==> src/rtl/mult_share_arbiter.sv <==
// mult_share_arbiter: shares one multiplier core between two requesters.
// Round-robin grant, operand latching, start/done sequencing, a watchdog
// that aborts a hung multiplication, and a one-cycle ack per served request.
module mult_share_arbiter #(
  parameter int WIDTH   = 8,
  parameter int TIMEOUT = 16
) (
  input  logic                 i_clk,
  input  logic                 i_rst,
  input  logic                 i_req0,
  input  logic [WIDTH-1:0]     i_a0,
  input  logic [WIDTH-1:0]     i_b0,
  input  logic                 i_req1,
  input  logic [WIDTH-1:0]     i_a1,
  input  logic [WIDTH-1:0]     i_b1,
  output logic                 o_ack0,
  output logic                 o_ack1,
  output logic [2*WIDTH-1:0]   o_result,
  output logic                 o_err,
  output logic                 o_busy,
  output logic                 o_grant_id,
  output logic                 o_mul_start,
  output logic [WIDTH-1:0]     o_mul_a,
  output logic [WIDTH-1:0]     o_mul_b,
  input  logic                 i_mul_done,
  input  logic [2*WIDTH-1:0]   i_mul_product
);

  typedef enum logic [2:0] {
    S_IDLE    = 3'd0,
    S_START   = 3'd1,
    S_WAIT    = 3'd2,
    S_RESP    = 3'd3,
    S_RELEASE = 3'd4
  } state_t;

  // Abort fires when the incremented count reaches this value, so the ack of
  // an aborted job lands exactly TIMEOUT cycles after the start pulse.
  localparam logic [7:0] LP_CNT_LAST = 8'(TIMEOUT - 1);

  state_t               r_state;
  logic                 r_prio;
  logic [7:0]           r_count;
  logic                 r_ack0;
  logic                 r_ack1;
  logic [2*WIDTH-1:0]   r_result;
  logic                 r_err;
  logic                 r_busy;
  logic                 r_grant_id;
  logic                 r_mul_start;
  logic [WIDTH-1:0]     r_mul_a;
  logic [WIDTH-1:0]     r_mul_b;

  logic                 w_any_req;
  logic                 w_winner;
  logic [7:0]           w_cnt_next;
  logic                 w_req_granted;

  // Arbitration winner, watchdog increment and the served requester's level.
  always_comb begin
    w_any_req     = i_req0 | i_req1;
    w_winner      = 1'b0;
    w_cnt_next    = r_count + 8'd1;
    w_req_granted = 1'b0;
    if (i_req0 && i_req1) begin
      w_winner = r_prio;
    end else if (i_req1) begin
      w_winner = 1'b1;
    end else begin
      w_winner = 1'b0;
    end
    if (r_grant_id) begin
      w_req_granted = i_req1;
    end else begin
      w_req_granted = i_req0;
    end
  end

  // Control FSM; every output is registered and pulses default low.
  always_ff @(posedge i_clk or posedge i_rst) begin
    if (i_rst) begin
      r_state     <= S_IDLE;
      r_prio      <= 1'b0;
      r_count     <= 8'd0;
      r_ack0      <= 1'b0;
      r_ack1      <= 1'b0;
      r_result    <= '0;
      r_err       <= 1'b0;
      r_busy      <= 1'b0;
      r_grant_id  <= 1'b0;
      r_mul_start <= 1'b0;
      r_mul_a     <= '0;
      r_mul_b     <= '0;
    end else begin
      r_mul_start <= 1'b0;
      r_ack0      <= 1'b0;
      r_ack1      <= 1'b0;
      case (r_state)
        S_IDLE: begin
          if (w_any_req) begin
            r_grant_id  <= w_winner;
            r_mul_a     <= w_winner ? i_a1 : i_a0;
            r_mul_b     <= w_winner ? i_b1 : i_b0;
            r_mul_start <= 1'b1;
            r_busy      <= 1'b1;
            r_state     <= S_START;
          end
        end
        S_START: begin
          r_count <= 8'd0;
          r_state <= S_WAIT;
        end
        S_WAIT: begin
          r_count <= w_cnt_next;
          // A done arriving on the abort cycle still delivers the product.
          if (i_mul_done) begin
            r_result <= i_mul_product;
            r_err    <= 1'b0;
            r_ack0   <= ~r_grant_id;
            r_ack1   <= r_grant_id;
            r_state  <= S_RESP;
          end else if (w_cnt_next == LP_CNT_LAST) begin
            r_result <= '0;
            r_err    <= 1'b1;
            r_ack0   <= ~r_grant_id;
            r_ack1   <= r_grant_id;
            r_state  <= S_RESP;
          end
        end
        S_RESP: begin
          r_prio  <= ~r_grant_id;
          r_state <= S_RELEASE;
        end
        S_RELEASE: begin
          // Hold off until the served requester drops so it is not regranted.
          if (!w_req_granted) begin
            r_busy  <= 1'b0;
            r_state <= S_IDLE;
          end
        end
        default: begin
          r_busy  <= 1'b0;
          r_state <= S_IDLE;
        end
      endcase
    end
  end

  assign o_ack0      = r_ack0;
  assign o_ack1      = r_ack1;
  assign o_result    = r_result;
  assign o_err       = r_err;
  assign o_busy      = r_busy;
  assign o_grant_id  = r_grant_id;
  assign o_mul_start = r_mul_start;
  assign o_mul_a     = r_mul_a;
  assign o_mul_b     = r_mul_b;

endmodule

==> config.mk <==
export PLATFORM = sky130hd
export DESIGN_NAME = mult_share_arbiter
export DESIGN_NICKNAME = d
export VERILOG_FILES = /design/src/rtl/mult_share_arbiter.sv
export SDC_FILE = /design/constraint.sdc
export NUM_CORES = 1
export LEC_CHECK = 0
export CORE_ASPECT_RATIO = 1.1
export CORE_MARGIN = 2
export CORE_UTILIZATION = 40
export CTS_CLUSTER_DIAMETER = 100
export DETAILED_ROUTE_END_ITERATION = 12
export PLACE_DENSITY = 0.74
export SKIP_LAST_GASP = 1
export SLEW_MARGIN = 25
export SYNTH_ARGS = -nofsm -noshare
export SYNTH_HDL_FRONTEND = slang
export SYNTH_SLANG_ARGS = --single-unit
==> constraint.sdc <==
create_clock -name i_clk -period 2.04 [get_ports i_clk]
set_input_delay 0.204 -clock i_clk [delete_from_list [all_inputs] [get_ports i_clk]]
set_output_delay 0.204 -clock i_clk [all_outputs]
set_load 0.05 [all_outputs]
# After elaboration in Yosys (flattened, before gate mapping)
# Cells that the tools add are included.
# word_totals
output_inout_bits	38
elab_cells	59
regBits	50
input_bits	53
# classes
n_addsub	1
muxes	26
n_bitwise	3
n_eq_ne	8
n_reduce_logical	9
# ops
op	n
$mux W16	2
$mux W8	2
$pmux W8 S2	1
$mux W1	15
$pmux W3 S5	1
$mux W3	4
$add A8 B1 Y8 const B	1
$eq A8 B4 Y1 const B	1
$eq A3 B2 Y1 const B	2
$reduce_and A3 Y1	2
$ne A2 B2 Y1 const B	2
$reduce_and A2 Y1	2
$reduce_bool A2 Y1	2
$eq A3 B1 Y1 const B	1
$eq A3 B3 Y1 const B	1
$logic_not A3 Y1	1
$ne A3 B3 Y1 const B	1
$pmux W1 S3	1
$reduce_or A3 Y1	1
$not A1 Y1	2
$logic_and A1 B1 Y1	1
$or A1 B1 Y1	1

# Logic depth before layout (Yosys ltp)
# depth
word_depth	5
depth_mapped	8
mapped_depth_nobuf	6

# Least setup slack after synthesis
# OpenSTA, ideal clock, no wires.
# synth_timing
path_type	flip-flop to flip-flop
start	register r_count[0]
end	register r_result[10], in the netlist o_result[10]
arrival_ns	1.599
path_buffers	3
required_time_ns	1.913
path_slack_ns	0.314
synth_period_minus_slack_ns	1.726
setup_ns	0.127
path_stages_with_launch	9
cell_sequence	dfrtp_1 > ha_1 > clkbuf_1 > xor2_1 > and4_4 > and3_1 > buf_6 > buf_8 > a21oi_1
# synth_between
elab_chain_cells	4
# synth_rtl
element	line	rtl
from (decl)	43	logic [7:0] r_count;
from (signal assigned)	114	r_count <= w_cnt_next;
$add A8 B1 Y8	63	w_cnt_next = r_count + 8'd1;
$eq A8 B4 Y1	122	end else if (w_cnt_next == LP_CNT_LAST) begin
$reduce_bool A2 Y1 (no line)	--	
$reduce_and A2 Y1 (no line)	--	
to (signal assigned)	117	r_result <= i_mul_product;
to (decl)	46	logic [2*WIDTH-1:0] r_result;
# Every way passes these cells.
# A chain may end at the register's enable or synchronous reset.

# Final worst setup path
# layout_timing
start	register r_grant_id, in the netlist o_grant_id
end	output port o_grant_id
# layout_rtl
element	line	rtl
from (decl)	49	logic r_grant_id;
from (signal assigned)	101	r_grant_id <= w_winner;
to (decl)	21	output logic o_grant_id,
# No word-level cell between the ends.

==> impl_metrics.py <==
metrics = {
    "status": {
        "status": "complete, no violations",
    },
    "final_layout": {
        "mostFrequentLayoutCells": "90 x clkdlybuf4s50_1, 50 x dfrtp_1, 32 x mux2i_1, 32 x a21oi_1, 21 x nor2_1",
        "post-route-cell-area_sq_um": 3462,
        "antenna_cells": 0,
        "drive_above_1_share_pct": 6.090,
        "multi_input_area_sq_um": 1002,
        "regArea_sq_um": 1251,
        "fillers": 524,
        "final_common_cell": "clkdlybuf4s50_1",
        "syn_to_final_growth_pct": 46.63,
        "fin_nets": 366,
    },
    "clock_network": {
        "clock_latency_ns": 0.30,
        "postCtsHoldBufs": 0,
        "cts.sinks": 50,
        "post_cts_resized": 0,
        "clk_pin_slew_ns": 0.09,
        "cts_tree": "yes",
        "cts_root_buf": "clkbuf_8",
        "htreeDepth": 2,
        "clk_path_buf_depth": 2,
        "post_cts_buffers": 0,
        "cts_buffers": 5,
    },
    "setup_path": {
        "cp_slowest_cell": "clkdlybuf4s50_1",
        "cpPeakStageDelay_ns": 0.87,
        "path_cells": "clkdlybuf4s50_1",
        "worstPathRequired_ns": 1.84,
        "path_buf_inv": 1,
        "crit_path_max_fanout": 9,
        "worstSetupStartpointType": "register",
        "crit_type": "register to primary output",
        "critPathTopFamily": "buffers and inverters",
        "crit_path_end_kind": "primary output",
        "cp.arrival_ns": 1.67,
    },
    "timing": {
        "drv_slew": 0,
        "fin_skew_ns": 0.003872,
        "timing.setup.tns_ns": 0,
        "max_clock_freq_ghz": 0.5330,
        "setup_viol": 0,
        "rsz0062_at_grt": "no",
        "relSlewSlack_pct": 53.17,
        "finalCritPeriodShare_pct": 91.97,
        "tightest_slew_ns": 0.7023,
        "finalHoldViolCount": 0,
        "min_period_ns": 1.876,
    },
    "synth": {
        "ys_ff_latch": 50,
        "synthTopCellsByArea": "dfrtp_1 53%, mux2i_1 14%, a21oi_1 6.8%, nor2_1 3.3%, o21ai_0 2.5%",
        "synth_top_area_share_pct": 52.99,
        "async_flop_share_pct": 100.0,
        "synth.distinct_cells": 41,
        "syn_area_sq_um": 2361,
        "synth_top_area_cell": "dfrtp_1",
        "ys.flop_type": "dfrtp_1",
        "syn_inst": 223,
        "yosys_warnings": 0,
        "synth.avg_cell_area_sq_um": 10.59,
        "ys_seq_area_share_pct": 52.99,
        "syn_nets": 278,
        "synth_edf_count": 0,
    },
    "drt": {
        "firstDrtPassIters": 4,
        "vias": 1981,
        "drc": 0,
        "routedWlPerCell_um": 13.69,
        "first_iter_violations": 124,
        "ant_nets": 0,
        "via_per_inst": 5.093,
        "totalWireLength_um": 5326,
    },
    "global_route": {
        "antenna_found_initial": 0,
        "grt.overflow.total": 0,
        "grt_max_degree": 34,
        "grt_pass1_vias": 1926,
        "track_usage_pct": 17.04,
        "grt_first_pass_wirelength_um": 8976,
    },
    "job": {
        "drv_cap": 0,
    },
    "placement": {
        "portBuffers": 90,
        "placed_cell_area_sq_um": 3356,
        "gp_congestion": 0.7980,
        "place_hpwl_um": 3924,
    },
    "floorplan": {
        "fp.dieH_um": 84.58,
        "initial_core_util_pct": 41.18,
        "io_pins": 91,
        "die_area_sq_um": 6533,
        "core_area_sq_um": 5733,
        "fp-row-count": 29,
        "die_w_um": 77.25,
    },
    "pwr": {
        "power.density_nw_per_um2": 1609,
        "p_leak_nw": 1.584,
        "vdd_ir_drop_max_mv": 0.8717,
    },
    "hold_path": {
        "min_path_type": "input pin to async pin",
    },
}
[final cells by class]
type,instances,share of cell area (%)
well taps,77,2.783
multi-input cells,152,28.95
clock buffers,7,2.205
flip-flops and latches,50,36.14
clock inverters,1,0.8674
repair buffers,96,28.41
inverters,6,0.6505
[final timing paths]
kind	from	endpoint	slack (ns)	cells after the start
max in group asynchronous	i_rst	o_mul_b[3]	1.24	3
min in group i_clk	r_prio	r_prio	0.51	2
min reg2reg	r_prio	r_prio	0.51	2
max reg2reg	r_count[0]	o_result[0]	0.25	4
max	o_grant_id	o_grant_id	0.16	1
min	i_rst	o_result[3]	0.27	2
[kinds of logic after synthesis]
logic type / count (synthesis) / synth area share (%)
compound gates: 57 / 13.78
xor+xnor: 7 / 2.597
fa+ha+maj: 2 / 1.060
buf+inv: 21 / 4.716
flops: 50 / 52.99
mux: 32 / 13.57
simple gates: 54 / 11.29
[where the power goes]
| part | internal [mW] | switching [mW] | total (mW) | leakage (nW) |
|---|---|---|---|---|
| clock network | 0.367 | 0.310 | 0.677 | 0.0524 |
| registers | 1.41 | 0.307 | 1.72 | 0.602 |
| logic | 1.14 | 2.03 | 3.18 | 0.929 |
| total | 2.92 | 2.65 | 5.57 | 1.58 |
[cells in the mapped netlist (all sizes together), types with 2 or more instances]
cell type   n
a21oi      33
ha          2
and4        2
xor2        4
nand3       8
nand3b      2
nor2       21
dfrtp      50
and3        2
inv         6
buf        10
nand2      13
xnor2       3
clkbuf      5
o21ai      13
mux2i      32
[per-layer routing]
layer / up-vias / wire length (um) / part of all wire [%] / track usage (%)
li1: 956 / - / - / -
met1: 947 / 2356 / 44 / 22.41
met2: 71 / 2575 / 48 / 27.59
met3: 7 / 322 / 6.0 / 4.409
met4: 0 / 71 / 1.3 / 5.682
met5: - / 0 / 0 / 0
[per-stage QoR]
step	cells	util [%]	power, mW	hold WS [ns]	setup WS, ns
floorplan	223	-	3.841	0.3509	0.3141
global placement	381	58.53	4.872	0.4896	0.3362
detailed placement	381	58.53	4.936	0.4977	0.2806
CTS	389	60.39	5.620	0.2780	0.1613
global route	389	60.39	5.880	0.3217	0.08477
finish	389	60.39	5.572	0.2735	0.1639
[state kept, by name, indices dropped and copies added, names as in the netlist, 3 cells and up]
signal and cells:
o_result 16, r_state 3, o_mul_b 8, o_mul_a 8, r_count 8
Note: power is estimated with default switching activity, not from simulation.
